File: config.mk
export PLATFORM = sky130hd
export DESIGN_NAME = stream_capture_ctrl
export DESIGN_NICKNAME = d
export VERILOG_FILES = /design/src/rtl/stream_capture_ctrl.sv
export SDC_FILE = /design/constraint.sdc
export NUM_CORES = 1
export LEC_CHECK = 0
export ABC_AREA = 1
export CORE_MARGIN = 2
export CORE_UTILIZATION = 30
export DETAILED_ROUTE_END_ITERATION = 10
export PLACE_DENSITY_LB_ADDON = 0.12
export SLEW_MARGIN = 20
export SYNTH_ARGS = -nofsm -noshare
export SYNTH_HDL_FRONTEND = slang
export SYNTH_SLANG_ARGS = --single-unit
File: constraint.sdc
create_clock -name clk -period 5.8 [get_ports clk]
set_input_delay 1.16 -clock clk [delete_from_list [all_inputs] [get_ports clk]]
set_output_delay 1.16 -clock clk [all_outputs]
set_load 0.005 [all_outputs]
File: src/rtl/stream_capture_ctrl.sv
`default_nettype none
// +-----------------------------------------------------------------------------+
// | Module  : stream_capture_ctrl                                                |
// | Purpose : Frame sequencer gating an AXI-Stream source into stream_buffer.    |
// |           Optional level trigger enabled by STREAM_CAPTURE_TRIGGER_EN.       |
// | Rev     : 1.0  initial release                                               |
// +-----------------------------------------------------------------------------+
module stream_capture_ctrl #(
  parameter int DW = 16,
  parameter int LW = 16
) (
  input  logic          clk,
  input  logic          reset_n,
  input  logic          ce,
  input  logic [DW-1:0] tdata_s,
  input  logic          tvalid_s,
  output logic          tready_s,
  output logic [DW-1:0] tdata_m,
  output logic          tvalid_m,
  input  logic          tready_m,
  output logic          tuser_m,
  output logic          tlast_m,
  input  logic [LW-1:0] frame_len_i,
  input  logic          arm_i,
  input  logic          continuous_i,
  input  logic          release_i,
  input  logic          abort_i,
`ifdef STREAM_CAPTURE_TRIGGER_EN
  input  logic [DW-1:0] trig_level_i,
`endif
  output logic          busy_o,
  output logic [1:0]    state_o,
  output logic          frame_done_o,
  output logic [15:0]   frame_cnt_o
);

  localparam logic [1:0]    c_idle    = 2'd0;
  localparam logic [1:0]    c_capture = 2'd2;
  localparam logic [1:0]    c_hold    = 2'd3;
  localparam logic [LW-1:0] c_len_one = LW'(1);
`ifdef STREAM_CAPTURE_TRIGGER_EN
  localparam logic [1:0]    c_wait_trig = 2'd1;
  localparam logic [1:0]    c_arm_state = c_wait_trig;
  localparam logic [DW-1:0] c_most_neg  = {1'b1, {(DW-1){1'b0}}};
`else
  localparam logic [1:0]    c_arm_state = c_capture;
`endif

  logic [1:0]    r_state, w_state_nxt;
  logic [LW-1:0] r_idx, w_idx_nxt;
  logic [LW-1:0] r_len, w_len_nxt;
  logic [15:0]   r_frame_cnt, w_frame_cnt_nxt;
  logic          r_frame_done, w_frame_done_nxt;
  logic          w_fire, w_pass_state, w_last, w_hs;

`ifdef STREAM_CAPTURE_TRIGGER_EN
  logic [DW-1:0] r_prev, w_prev_nxt;
  // The rising-edge sample itself becomes idx 0 of the frame.
  assign w_fire = (r_state == c_wait_trig) && tvalid_s &&
                  ($signed(r_prev) < $signed(trig_level_i)) &&
                  ($signed(trig_level_i) <= $signed(tdata_s));
`else
  assign w_fire = 1'b0;
`endif

  assign w_pass_state = (r_state == c_capture) || w_fire;
  assign w_last       = (r_idx == r_len - c_len_one);
  assign w_hs         = tvalid_m && tready_m;

  // State register: ce=0 freezes everything
  always_ff @(posedge clk or negedge reset_n) begin
    if (!reset_n) begin
      r_state      <= c_idle;
      r_idx        <= '0;
      r_len        <= '0;
      r_frame_cnt  <= '0;
      r_frame_done <= 1'b0;
`ifdef STREAM_CAPTURE_TRIGGER_EN
      r_prev       <= c_most_neg;
`endif
    end else if (ce) begin
      r_state      <= w_state_nxt;
      r_idx        <= w_idx_nxt;
      r_len        <= w_len_nxt;
      r_frame_cnt  <= w_frame_cnt_nxt;
      r_frame_done <= w_frame_done_nxt;
`ifdef STREAM_CAPTURE_TRIGGER_EN
      r_prev       <= w_prev_nxt;
`endif
    end
  end

  // Next-state logic
  always_comb begin
    w_state_nxt      = r_state;
    w_idx_nxt        = r_idx;
    w_len_nxt        = r_len;
    w_frame_cnt_nxt  = r_frame_cnt;
    w_frame_done_nxt = 1'b0;
`ifdef STREAM_CAPTURE_TRIGGER_EN
    w_prev_nxt       = r_prev;
`endif
    if (abort_i) begin
      w_state_nxt = c_idle;
      w_idx_nxt   = '0;
    end else begin
      case (r_state)
        c_idle: begin
          if (arm_i) begin
            w_len_nxt   = (frame_len_i == '0) ? c_len_one : frame_len_i;
            w_idx_nxt   = '0;
            w_state_nxt = c_arm_state;
`ifdef STREAM_CAPTURE_TRIGGER_EN
            w_prev_nxt  = c_most_neg;
`endif
          end
        end
`ifdef STREAM_CAPTURE_TRIGGER_EN
        c_wait_trig: begin
          if (w_hs) begin
            if (w_last) begin
              w_state_nxt      = c_hold;
              w_idx_nxt        = '0;
              w_frame_cnt_nxt  = r_frame_cnt + 16'd1;
              w_frame_done_nxt = 1'b1;
            end else begin
              w_state_nxt = c_capture;
              w_idx_nxt   = c_len_one;
            end
          end else if (tvalid_s && !w_fire) begin
            w_prev_nxt = tdata_s;
          end
        end
`endif
        c_capture: begin
          if (w_hs) begin
            if (w_last) begin
              w_state_nxt      = c_hold;
              w_idx_nxt        = '0;
              w_frame_cnt_nxt  = r_frame_cnt + 16'd1;
              w_frame_done_nxt = 1'b1;
            end else begin
              w_idx_nxt = r_idx + c_len_one;
            end
          end
        end
        c_hold: begin
          if (release_i) begin
            w_idx_nxt = '0;
            if (continuous_i) begin
              w_state_nxt = c_arm_state;
`ifdef STREAM_CAPTURE_TRIGGER_EN
              w_prev_nxt  = c_most_neg;
`endif
            end else begin
              w_state_nxt = c_idle;
            end
          end
        end
        default: w_state_nxt = c_idle;
      endcase
    end
  end

  // Output logic: zero-latency datapath
  always_comb begin
    tvalid_m = 1'b0;
    tready_s = 1'b1;
    if (!ce) begin
      tready_s = 1'b0;
    end else if (w_pass_state) begin
      tvalid_m = tvalid_s;
      tready_s = tready_m;
    end
    tuser_m = w_pass_state && (r_idx == '0);
    tlast_m = w_pass_state && w_last;
  end

  assign tdata_m      = tdata_s;
  assign busy_o       = (r_state != c_idle);
  assign state_o      = r_state;
  assign frame_done_o = r_frame_done;
  assign frame_cnt_o  = r_frame_cnt;

endmodule
`default_nettype wire

# Yosys cells after proc, flatten, opt, wreduce, memory -nomap -nowiden

Index checks and enable logic that the tools add are counted.

Equal/unequal tests: 7
Multipliers: 0
Order comparisons: 0
Bitwise operators: 1
$add $sub $neg: 3
Reductions and logical operators: 12
Shift operators: 0
Muxes and demuxes: 22
Div/mod/pow operators: 0

Operators with widths:

| operator                                                                 | count |
|---|---|
| 16-bit two-way mux                                                       | 6 |
| 16-bit case mux with 3 select lines                                      | 1 |
| 16-bit by 1-bit adder with 16-bit output (second input constant)         | 2 |
| 16-bit zero test                                                         | 2 |
| 16-bit equality test                                                     | 1 |
| 16-bit by 1-bit subtractor with 16-bit output (second input constant)    | 1 |
| 5-bit AND reduction                                                      | 3 |
| 2-bit two-way mux                                                        | 6 |
| 1-bit two-way mux                                                        | 8 |
| 3-bit by 2-bit inequality test with 1-bit output (second input constant) | 2 |
| 3-bit inequality test (second input constant)                            | 2 |
| 2-bit case mux with 3 select lines                                       | 1 |
| 2-bit equality test (second input constant)                              | 2 |
| 4-bit AND reduction                                                      | 1 |
| 4-bit nonzero test                                                       | 1 |
| 1-bit logical AND                                                        | 3 |
| 2-bit zero test                                                          | 1 |
| 2-bit nonzero test                                                       | 1 |
| 1-bit inverter                                                           | 1 |

ROM bits: 0
Memory bits (writable): 0
Logic and storage cells: 50
Output and inout port bits: 40
Bits in latches: 0
Memories kept: 0
Flip-flop bits (word level): 51
Input port bits: 41

# Logic depth before layout (Yosys ltp)

Gate-level depths: netlist of run 1.

Word-level depth: 7
Mapped depth: 16

# Worst setup path before layout of run 1

OpenSTA, ideal clock, no wires.

Kind: reg-to-output
Start: reg r_len[0]
End: out tlast_m
Path slack: 3.008 ns
Stages on the path, launching flop included: 11
Arrival: 1.632 ns
Path buffers: 0
Path through: dfrtp_1 > inv_2 > ha_1 > nand2_2 > nor2_4 > nand3b_1 > nand2_1 > nand2_1 > nor2_2 > nand2_4 > nor3_1

Cells in the longest elaborated chain, start to end: 3

Ends and longest elaborated chain:

| item                                          | RTL line | source |
|---|---|---|
| from (decl)                                   | 51       | `logic [LW-1:0] r_len, w_len_nxt;` |
| from (signal assigned)                        | 84       | `r_len <= w_len_nxt;` |
| 16-bit by 1-bit subtractor with 16-bit output | 67       | `assign w_last = (r_idx == r_len - c_len_one);` |
| 16-bit equality test                          | 67       |  |
| 1-bit logical AND                             | 176      | `tlast_m = w_pass_state && w_last;` |
| to (decl)                                     | 22       | `output logic tlast_m,` |

Every way passes these cells.

# Worst setup path after layout of run 1

Same ends and word-level chain as after synthesis.

==> results of run 1 <==
[cell usage in the layout, fill, tap and decap left out, drive strengths merged]
cell type      count
and2               1
buf                2
nand2            137
a21oi              9
nor3               9
nand3             42
o21ai             23
clkinv             2
inv               82
ha                 7
xor2              10
mux2               7
or2                1
clkdlybuf4s50     47
a22oi              1
nand3b             5
dfrtp             51
nor4              11
xnor2             11
nand4             23
clkbuf             5
nor2              76
[cells by family after synthesis]
logic type,count (synthesis),share of synthesized area
simple gates,305,0.395
flops,51,0.342
fa+ha+maj,7,0.0234
xor+xnor,21,0.0492
buf+inv,102,0.125
compound gates,33,0.0449
mux,7,0.0211
[layer usage]
layer  GRT usage  part of all wire
met2       0.242              0.46
met5           0                 0
met4      0.0458             0.016
met3      0.0319             0.037
met1       0.198              0.48
[how the worst max path moves through the flow]
| stage | endpoint | slack, ps | cells after the start |
|---|---|---|---|
| floorplan | tlast_m | 3010 | 10 |
| global placement | tvalid_m | 2240 | 4 |
| detailed placement | tvalid_m | 2210 | 4 |
| CTS | tlast_m | 1950 | 11 |
| global route | tlast_m | 1750 | 11 |
| finish | tlast_m | 1980 | 11 |
[power by group through the flow]
stage	Combinational, mW	Clock [mW]	Sequential, mW
after floorplan	0.437	0	0.478
after global placement	0.542	0	0.511
after detailed placement	0.547	0	0.511
after CTS	0.550	0.331	0.505
after global routing	0.621	0.341	0.520
final	0.543	0.314	0.504
[critical path, stage by stage, from the launching register on]
cell             delay (ps)
dfrtp_1                 400
inv_2                   150
ha_1                    270
xnor2_1                 130
nor2_1                  150
nand2_1                  70
nor2_1                   80
nand3_1                 110
nor2_2                  150
nand2_2                 140
nor3_1                  160
clkdlybuf4s50_1         540
[synth_stat cells]
cell type,number,share of area
nand2_1,130,0.13
inv_1,76,0.076
nor2_1,60,0.060
dfrtp_1,51,0.34
nand3_1,40,0.054
nand4_1,22,0.037
o21ai_0,22,0.029
buf_4,16,0.032
xnor2_1,11,0.026
nor4_1,10,0.017
xor2_1,10,0.023
a21oi_1,9,0.012
nor2_2,8,0.013
nor3_1,8,0.011
ha_1,7,0.023
mux2_2,7,0.021
nor2_4,6,0.018
nand2_2,5,0.0084
nand3b_1,5,0.010
inv_2,4,0.0040
buf_6,3,0.0090
clkbuf_1,2,0.0020
nand2_4,2,0.0060
nand3_2,2,0.0054
nor2_8,2,0.011
a22oi_1,1,0.0020
and2_1,1,0.0017
clkinv_1,1,0.0010
nand4_2,1,0.0033
nor3_4,1,0.0044
nor4_2,1,0.0033
o21ai_1,1,0.0013
or2_2,1,0.0017
[final cells by class]
| class | count | area (µm²) |
|---|---|---|
| clock buffers | 5 | 125 |
| clock inverters | 3 | 26.3 |
| fillers | 1323 | 7640 |
| inverters | 81 | 304 |
| multi-input cells | 373 | 1990 |
| flip-flops and latches | 51 | 1280 |
| well taps | 168 | 210 |
| repair buffers | 49 | 483 |
[sequential cells by signal (all words and copies together) (netlist names)]
name	count
frame_done_o	1
r_len	16
state_o	2
r_idx	16
frame_cnt_o	16
[per-stage QoR]
stage | area, µm² | util | worst slack, ps
floorplan | 3740 | - | 3010
global placement | 4270 | 0.354 | 2240
detailed placement | 4270 | 0.354 | 2210
CTS | 4420 | 0.366 | 1950
global route | 4420 | 0.366 | 1750
finish | 4420 | 0.366 | 1980
==> flow_summary.json, run 1 <==
{
  "layout.nets": 609,
  "dp_cells": 722,
  "end_kind": "primary output",
  "ys_seq_area_frac": 0.342,
  "r2r_start": "state_o[0]",
  "skew_ps": 9.23,
  "power_frac_comb": 0.399,
  "slew_violations": 0,
  "cp.arrival_ps": 2660,
  "grt_pass1_vias": 3176,
  "setup_viol": 0,
  "hold_violations": 0,
  "fin_hold_ws_ps": 492,
  "postCtsSetupRepairBufs": 0,
  "hold_depth": 2,
  "drc": 0,
  "worstPathRequired_ps": 4640,
  "finalNonFillerCells": 730,
  "drtPass1Iterations": 4,
  "drt_iter0_drc": 127,
  "io_buffers": 48,
  "die_area_um2": 13400,
  "antenna_found_initial": 0,
  "start_kind": "flip-flop",
  "avgSynthCellArea_um2": 7.10,
  "power_frac_clock": 0.230,
  "r2r_slack_ps": 3100,
  "slew_headroom": 0.384,
  "hold_path_class": "reg -> reg",
  "core-area_um2": 12100,
  "yosysWarnings": 0,
  "grt_max_degree": 52,
  "status": "completed",
  "ant_nets": 0,
  "cts-resized-gates": 0,
  "hold_buffers": 0,
  "path_max_fanout": 7,
  "crit_start": "r_len[0]",
  "clk_pin_slew_worst_paths_ps": 80,
  "maxCapViolations": 0,
  "synth_fp_nets": 574,
  "io_pins": 81,
  "area_growth_pct": 18.3,
  "cts_buffer_depth": 2,
  "cts_buffers": 5,
  "min_from": "frame_done_o",
  "tightest_slew_ps": 922,
  "overflow": 0,
  "p_leak_nw": 2.06,
  "place_hpwl_um": 7230,
  "tns_ps": 0,
  "whs_endpoint": "frame_done_o",
  "ir_drop_mv": 0.126,
  "fp.dieH_um": 116,
  "fin_crit_ps": 3820,
  "wl_um": 9290,
  "cts_root_buf": "clkbuf_16",
  "cts_tree": "done",
  "syn_inst": 526,
  "synth_seq_cells": 51,
  "rsz0062_at_grt": "no",
  "fmax_mhz": 262,
  "drt-wirelength-per-cell_um": 12.7,
  "finalCritPeriodShare": 0.658,
  "clock_latency_ps": 310,
  "swShare": 0.419,
  "r2r-end": "frame_cnt_o[3]",
  "start_util": 0.310,
  "dieWidth_um": 116,
  "finalPower_mw": 1.36,
  "grt_pass1_wl_um": 15500,
  "htreeDepth": 2,
  "crit_type": "reg -> out",
  "gp_congestion": 0.790,
  "final_layout_size_suffix_gt1_frac": 0.0890,
  "n_antenna_cell": 0,
  "grtUsageTotal": 0.149,
  "vias": 3291,
  "via_per_inst": 4.51,
  "syn_area_um2": 3740,
  "row_count": 40,
  "worst_r2r_path_depth": 11,
  "cts_sinks": 51,
  "power_frac_seq": 0.370,
  "synth_cell_types": 33,
  "power_density_nw_per_um2": 308,
  "p_int_uw": 791,
  "switching_power_uw": 570
}
Power figures use the tool's default switching activity.
==> inputs of run 2 (changes only) <==
- clock period: 5.8 -> 3.55 ns (I/O delays scaled with it)
==> flow_summary.json, run 2 (synthesis gave the netlist of run 1 again) <==
{
  "ant_nets": 0,
  "cp.depth": 11,
  "final_area_um2": 4450,
  "start_kind": "flip-flop",
  "via_per_inst": 4.63,
  "hold_path_class": "in -> async",
  "hold_violations": 0,
  "fin_crit_ps": 3360,
  "rsz0062_at_grt": "no",
  "drt_iter0_drc": 140,
  "most-common-layout-cells": "130 x nand2_1, 76 x inv_1, 60 x nor2_1, 51 x dfrtp_1, 47 x clkdlybuf4s50_1",
  "setup_viol": 0,
  "wl_um": 9490,
  "antenna_found_initial": 0,
  "io_pins": 81,
  "place_area_um2": 4290,
  "crit_start": "r_len[0]",
  "drc": 0,
  "cpMaxStageDelayCell": "clkdlybuf4s50_1",
  "grt_max_degree": 38,
  "vias": 3391,
  "tightest_slew_ps": 643,
  "cts_buffer_depth": 2,
  "finalNonFillerCells": 733,
  "r2r_start": "r_len[0]",
  "p_leak_nw": 2.07,
  "dieWidth_um": 116,
  "fp.dieH_um": 116,
  "cp.arrival_ps": 2650,
  "crit_family": "simple AND/OR/NAND/NOR gates",
  "worstPathRequired_ps": 2840,
  "ir_drop_mv": 0.186,
  "layout_commonest_cell": "nand2_1",
  "r2r_slack_ps": 1010,
  "setup_ws_ps": 186,
  "final_layout_size_suffix_gt1_frac": 0.0973,
  "r2r-end": "frame_cnt_o[3]",
  "slew_headroom": 0.568,
  "layout.nets": 612,
  "finalCritPeriodShare": 0.947,
  "critPathBufInv": 2,
  "dp_cells": 725,
  "clock_latency_ps": 310,
  "crit_type": "reg -> out",
  "row_count": 40,
  "die_area_um2": 13400,
  "skew_ps": 9.54,
  "cpMostUsedCell": "nor2_1",
  "n_antenna_cell": 0,
  "htreeDepth": 2,
  "grt_pass1_vias": 3446,
  "cts_sinks": 51,
  "grtUsageTotal": 0.153,
  "end_kind": "primary output",
  "tns_ps": 0,
  "overflow": 0,
  "start_util": 0.310,
  "maxCapViolations": 0,
  "core-area_um2": 12100,
  "path_max_fanout": 7,
  "cts_buffers": 5,
  "drt-wirelength-per-cell_um": 12.9,
  "final_core_util": 0.369,
  "cts_root_buf": "clkbuf_16",
  "dp_slack_ps": 445,
  "status": "completed",
  "fmax_mhz": 297,
  "max_stage_delay_ps": 530,
  "io_buffers": 48,
  "drtPass1Iterations": 4,
  "grt_pass1_wl_um": 16100,
  "worst_r2r_path_depth": 13,
  "area_growth_pct": 19.1,
  "power_density_nw_per_um2": 504,
  "crit_end": "tlast_m",
  "crit_chain": "inv_2 -> ha_2 -> xnor2_1 -> nor2_1 -> nand2_1 -> nor2_1 -> nand3_1 -> nor2_2 -> nand2_2 -> nor3_2 -> clkdlybuf4s50_1",
  "cts_tree": "done",
  "place_hpwl_um": 7450,
  "slew_violations": 0,
  "clk_pin_slew_worst_paths_ps": 70,
  "gp_congestion": 0.979
}
run 2: what timing repair did:
action	4_1_cts	5_1_grt
setup endpoints to repair	0	1
hold endpoints to repair	0	0
setup buffers	0	0
gates resized for setup	0	2
hold buffers	0	0
run 2: worst min path at each step:
stage               slack [ps]          from        endpoint
floorplan                  410       reset_n  frame_cnt_o[0]
global placement           470  frame_done_o    frame_done_o
detailed placement         470  frame_done_o    frame_done_o
CTS                        310       reset_n        r_len[4]
global route               320       reset_n        r_len[4]
finish                     300       reset_n        r_len[4]
run 2: layout make-up:
| cell class | count | area [µm²] |
|---|---|---|
| fill | 1274 | 7610 |
| multi-input combinational | 373 | 2000 |
| sequential | 51 | 1280 |
| timing repair buffer | 52 | 505 |
| inverter | 81 | 304 |
| tap | 168 | 210 |
| clock buffer | 5 | 125 |
| clock inverter | 3 | 25.0 |
run 2: stage by stage:
stage / hold WS (ps) / power, mW
4_1_cts: 306 / 2.27
3_5_place_dp: 470 / 1.74
6_report: 298 / 2.24
5_1_grt: 320 / 2.45
2_1_floorplan: 414 / 1.50
3_3_place_gp: 474 / 1.74
run 2: routing by layer:
layer	vias to the layer above	track usage	routed length (µm)	share of wire
met3	14	0.0272	350	0.037
met1	1588	0.203	4670	0.49
met4	0	0.0618	179	0.019
met2	49	0.248	4290	0.45
met5	-	0	0	0
li1	1740	-	-	-
run 2: power by group:
| part | leakage (nW) | internal [mW] | total [mW] | switching, mW |
|---|---|---|---|---|
| logic | 1.33 | 0.360 | 0.903 | 0.543 |
| registers | 0.667 | 0.673 | 0.825 | 0.152 |
| clock network | 0.0708 | 0.267 | 0.512 | 0.244 |
| total | 2.07 | 1.30 | 2.24 | 0.939 |
run 2: worst reg2reg max path, delay by kind of cell (launching register included):
family,cells,cell delay [ps]
flip-flops,1,410
XOR/XNOR,1,120
adder cells (fa/ha/maj),1,300
buffers and inverters,2,190
AND/OR/NAND/NOR,9,1440
==> patch 1: new RTL, config.mk and constraints of run 2 <==
Add a define of `STREAM_CAPTURE_TRIGGER_EN`.
--- a/src/rtl/stream_capture_ctrl.sv
+++ b/src/rtl/stream_capture_ctrl.sv
@@ -7,2 +7,4 @@
 // +-----------------------------------------------------------------------------+
+`define STREAM_CAPTURE_TRIGGER_EN
+
 module stream_capture_ctrl #(
Ports: changed (added trig_level_i); port bits go from 81 to 97. The function was not compared with the original's and may differ.
==> patch 1 against run 2 <==
Worst hold slack lost 0.090 ns; total power increased by 62%; worst setup slack gained 0.017 ns; routed wire length increased by 59%; sequential cell count up 16; combinational power up 83%; final area increased by 68%; area after synthesis is 48% higher.
==> patch 1: results (changes against run 2) <==
[cts]
cts_buffers = 9  ; +4
cts.htree.levels = 3  ; +1

[synthesis]
synthAdderAreaFrac = 0.0904  ; +0.0670
synthTopCellsByCount = nand2_1, inv_1, nor2_1
syn_nets = 883  ; +54%
synthXorXnorAreaFrac = 0.0601  ; +0.0109
synthTopCellsByArea = dfrtp_1, nand2_1, ha_1, inv_1, nor2_1
syn_avg_cell_area_um2 = 7.04  ; -0.85%
ys_seq_area_frac = 0.303  ; -0.0385
synth_cell_types = 49  ; +48%
synth_compound_area_frac = 0.0775  ; +0.0327

[global_routing]
grt_pass1_vias = 4963  ; +44%
use_met2 = 0.248  ; +0.000447
grt_use_met1 = 0.230  ; +0.0269
use_met3 = 0.0337  ; +0.00653
grt_start_max_net_pins = 36  ; -5.3%
grtUsageTotal = 0.160  ; +0.00706

[worst_setup_path]
slowest_stage = ha_1
cp_max_fo = 3  ; -4
arrival_ns = 2.64  ; about the same
crit_path_start = trig_level_i[14]
max_stage_delay_ns = 0.27  ; -0.26 ns
worstReg2RegStart = r_prev[15]$_DFFE_PN1P_
r2r_cells = 19  ; +6
cp-endpoint = tuser_m
timing.rr.end = r_idx[13]$_DFFE_PN0P_

[timing]
setup_slack_ns = 0.204  ; +0.0171 ns
clock_skew_ns = 0.0101  ; +0.000546 ns
whs_ns = 0.207  ; -0.0903 ns

[final_layout]
finish.net_count = 995  ; +63%
n_clock_buffer = 11  ; +6
seq_share = 0.225  ; -0.0622
nNonClkBuffers = 135  ; +160%
n_fill_cell = 1867  ; +47%
num-multi-input-gates = 573  ; +54%
buf_share = 0.180  ; +0.0665
clock_area_frac = 0.0352  ; +0.00144
seq_cell_count = 67  ; +31%
area_growth_pct = 34.9
inv_count = 112  ; +38%

[place]
place.gp.congestion = 0.852  ; -13%
dp.cells = 1114  ; +54%
io_buffers = 96  ; +100%
place_area_um2 = 6850  ; +60%
hpwl_mm = 11.6  ; +55%
place_ws_ns = -0.433  ; -0.879 ns

[routing]
wl_met2_mm = 6.70  ; +56%
avgViaCountPerCell = 4.53  ; -2.0%
met1_length_mm = 7.76  ; +66%
num_vias = 5130  ; +51%
first_iter_violations = 268  ; +91%
wl_met3_um = 498  ; +42%

[pwr]
vdd_drop_max_v = 0.000268  ; +44%
switching_share = 0.412  ; -0.00711
p_leak_nw = 3.81  ; +84%

[outcome]
status = finished, final reports clean

[floorplanning]
die_w_um = 140  ; +21%

[patch 1: changes by cell type in the layout (fill, tap and decap cells not counted), sizes merged, moves of 25 or more]
cell | run 2 | this run
nand2 | 137 | 235
dlymetal6s2s | 0 | 29
inv | 82 | 111
buf | 5 | 41
ha | 7 | 40
o21ai | 23 | 48
[patch 1: repair_timing]
item / 4_1_cts / 5_1_grt
cloned: 0 / 0
resized for setup: 29 / 71
pin swaps: 6 / 24
buffers inserted: 1 / 1
endpoints found under the setup margin: 4 / 4
[patch 1: power groups by stage]
stage | combinational, W | clock [W] | sequential (W)
4_1_cts | 0.00160 | 0.000860 | 0.00115
3_5_place_dp | 0.00154 | 0 | 0.00116
3_3_place_gp | 0.00153 | 0 | 0.00116
5_1_grt | 0.00189 | 0.000892 | 0.00119
6_report | 0.00165 | 0.000825 | 0.00116
2_1_floorplan | 0.00106 | 0 | 0.00110
==> patch 2: new RTL, flow settings as in run 2 <==
Without the edit above. Make the reset (`reset_n`) synchronous in one clocked block.
--- a/src/rtl/stream_capture_ctrl.sv
+++ b/src/rtl/stream_capture_ctrl.sv
@@ -70,3 +70,3 @@
   // State register: ce=0 freezes everything
-  always_ff @(posedge clk or negedge reset_n) begin
+  always_ff @(posedge clk) begin
     if (!reset_n) begin
Formal check against the unedited RTL: differs if reset_n is asserted again (counterexample within 4 cycles, from zero or initial values and one cycle with reset_n low); with reset_n held inactive, the same outputs for 4 cycles.
==> patch 2 against run 2 <==
Final area is 2.4% lower; area after synthesis is 1.2% lower; non-clock buffer count is 2 higher; sequential share of layout area is 5.2 points lower; maximum frequency is 1.8% higher; routed wire length is 11% higher; worst setup slack better by 0.061 ns; sequential cell count stayed put; critical path type unchanged.
Power is not compared: it rests on default switching activity, and its combinational part moved more than twofold at a synthesized area within 25%.
==> patch 2: results (changes against run 2) <==
[worst_setup_path]
arrival_ns = 2.59  ; -0.06 ns
cp_max_fo = 6  ; -1
r2r_cells = 10  ; -3
worstReg2RegStart = state_o[1]$_SDFFE_PN0P_
cp-endpoint = tlast_m
timing.rr.end = frame_cnt_o[0]$_SDFFE_PN0P_
crit_path_start = r_len[0]$_SDFFE_PN0P_

[final_layout]
finish.net_count = 640  ; +4.6%
drive_gt1_frac = 0.0961  ; -0.00122

[routing]
met1_length_mm = 4.95  ; +6.0%
dr.pass1.iters = 5  ; +1
wl_met2_mm = 5.04  ; +18%
avgViaCountPerCell = 4.80  ; +3.7%
drt-total-wl_mm = 10.5  ; +11%
first_iter_violations = 140  ; unchanged
wl_met3_um = 365  ; +4.3%

[synthesis]
synth_cell_types = 39  ; +18%
ys_seq_area_frac = 0.277  ; -0.0649
ys_warn_count = 0  ; unchanged
syn_nets = 611  ; +6.4%
async_flop_share = 0  ; -1.00
synthTopCellsByArea = dfxtp_1, nand2_1, nor2_1, inv_1, xor2_1
synth-main-ff-cell = dfxtp_1
synth_edf_count = 0  ; unchanged
synthTopCellsByCount = nand2_1, nor2_1, inv_1

[cts]
cts_max_path_buffers = 2  ; unchanged
cts_buffers = 5  ; unchanged
clk_pin_slew_ns = 0.07  ; about the same

[global_routing]
grt_pass1_vias = 3458  ; +0.35%
grtUsageTotal = 0.164  ; +0.0112
grt_start_max_net_pins = 31  ; -18%
grt_use_met1 = 0.210  ; +0.00680
antenna_found_initial = 0  ; unchanged
grt_pass1_wl_mm = 17.0  ; +5.7%
use_met3 = 0.0353  ; +0.00812
use_met2 = 0.280  ; +0.0328

[pwr]
pwr-share-seq = 0.407
p_leak_nw = 1.74
comb_power_w = 0.000381

[worst_hold_path]
min_path_type = register to register
hp-start = frame_done_o$_SDFFE_PN0P_
hold_path_end = frame_done_o$_SDFFE_PN0P_

[timing]
drv_slew = 0  ; unchanged
clock_skew_ns = 0.00781  ; -0.00173 ns
worst_pin_slew_ns = 0.553  ; -0.0896 ns
setup_slack_ns = 0.247  ; +0.0606 ns
tns_ns = 0  ; unchanged
whs_ns = 0.479  ; +0.181 ns

[outcome]
status = finished, final reports clean

[place]
hpwl_mm = 8.19  ; +9.8%
place_area_um2 = 4180  ; -2.5%
place_ws_ns = 0.495  ; +0.0498 ns
place.gp.congestion = 0.911  ; -6.9%

patch 2: cell types whose count changed after synthesis, sizes merged, moves of 12 or more:
cell | run 2 | this run
nor3 | 9 | 22
dfrtp | 51 | 0
a21oi | 9 | 29
o21ai | 23 | 11
inv | 80 | 66
dfxtp | 0 | 51
patch 2: logic make-up (layout without fill, tap and decap cells):
logic type,count (synthesis),after routing,share of synthesized area
simple gates,324,324,0.425
buf+inv,99,129,0.124
compound gates,51,51,0.0770
flops,51,51,0.277
xor+xnor,31,31,0.0736
fa+ha+maj,7,7,0.0237
patch 2: cell type report:
class / count / area, um2
Fill cell: 1338 / 7670
Clock buffer: 5 / 125
Timing Repair Buffer: 54 / 526
Clock inverter: 3 / 18.8
Sequential cell: 51 / 1020
Tap cell: 147 / 184
Multi-Input combinational cell: 413 / 2220
Inverter: 67 / 251
patch 2: worst max-delay path: stages (launching register included):
cell and delay [ns]:
dfxtp_1 0.32, inv_2 0.11, ha_1 0.27, nand3_4 0.14, nor2_4 0.16, nand2_1 0.08
o21ai_1 0.16, nand2_1 0.07, nor2_1 0.08, nand3_1 0.12, nor2_4 0.17, nand2_1 0.06
inv_1 0.06, clkdlybuf4s50_1 0.49
patch 2: through the flow:
| step | instances | total power (W) |
|---|---|---|
| detailed placement | 731 | 0.000996 |
| CTS | 739 | 0.00151 |
| floorplan | 563 | 0.000899 |
| global route | 740 | 0.00158 |
| global placement | 731 | 0.000995 |
| finish | 740 | 0.00148 |
patch 2: timing repair:
item                       4_1_cts  5_1_grt
setup endpoints to repair        0        1
resized for setup                0        3
buffers inserted                 0        1
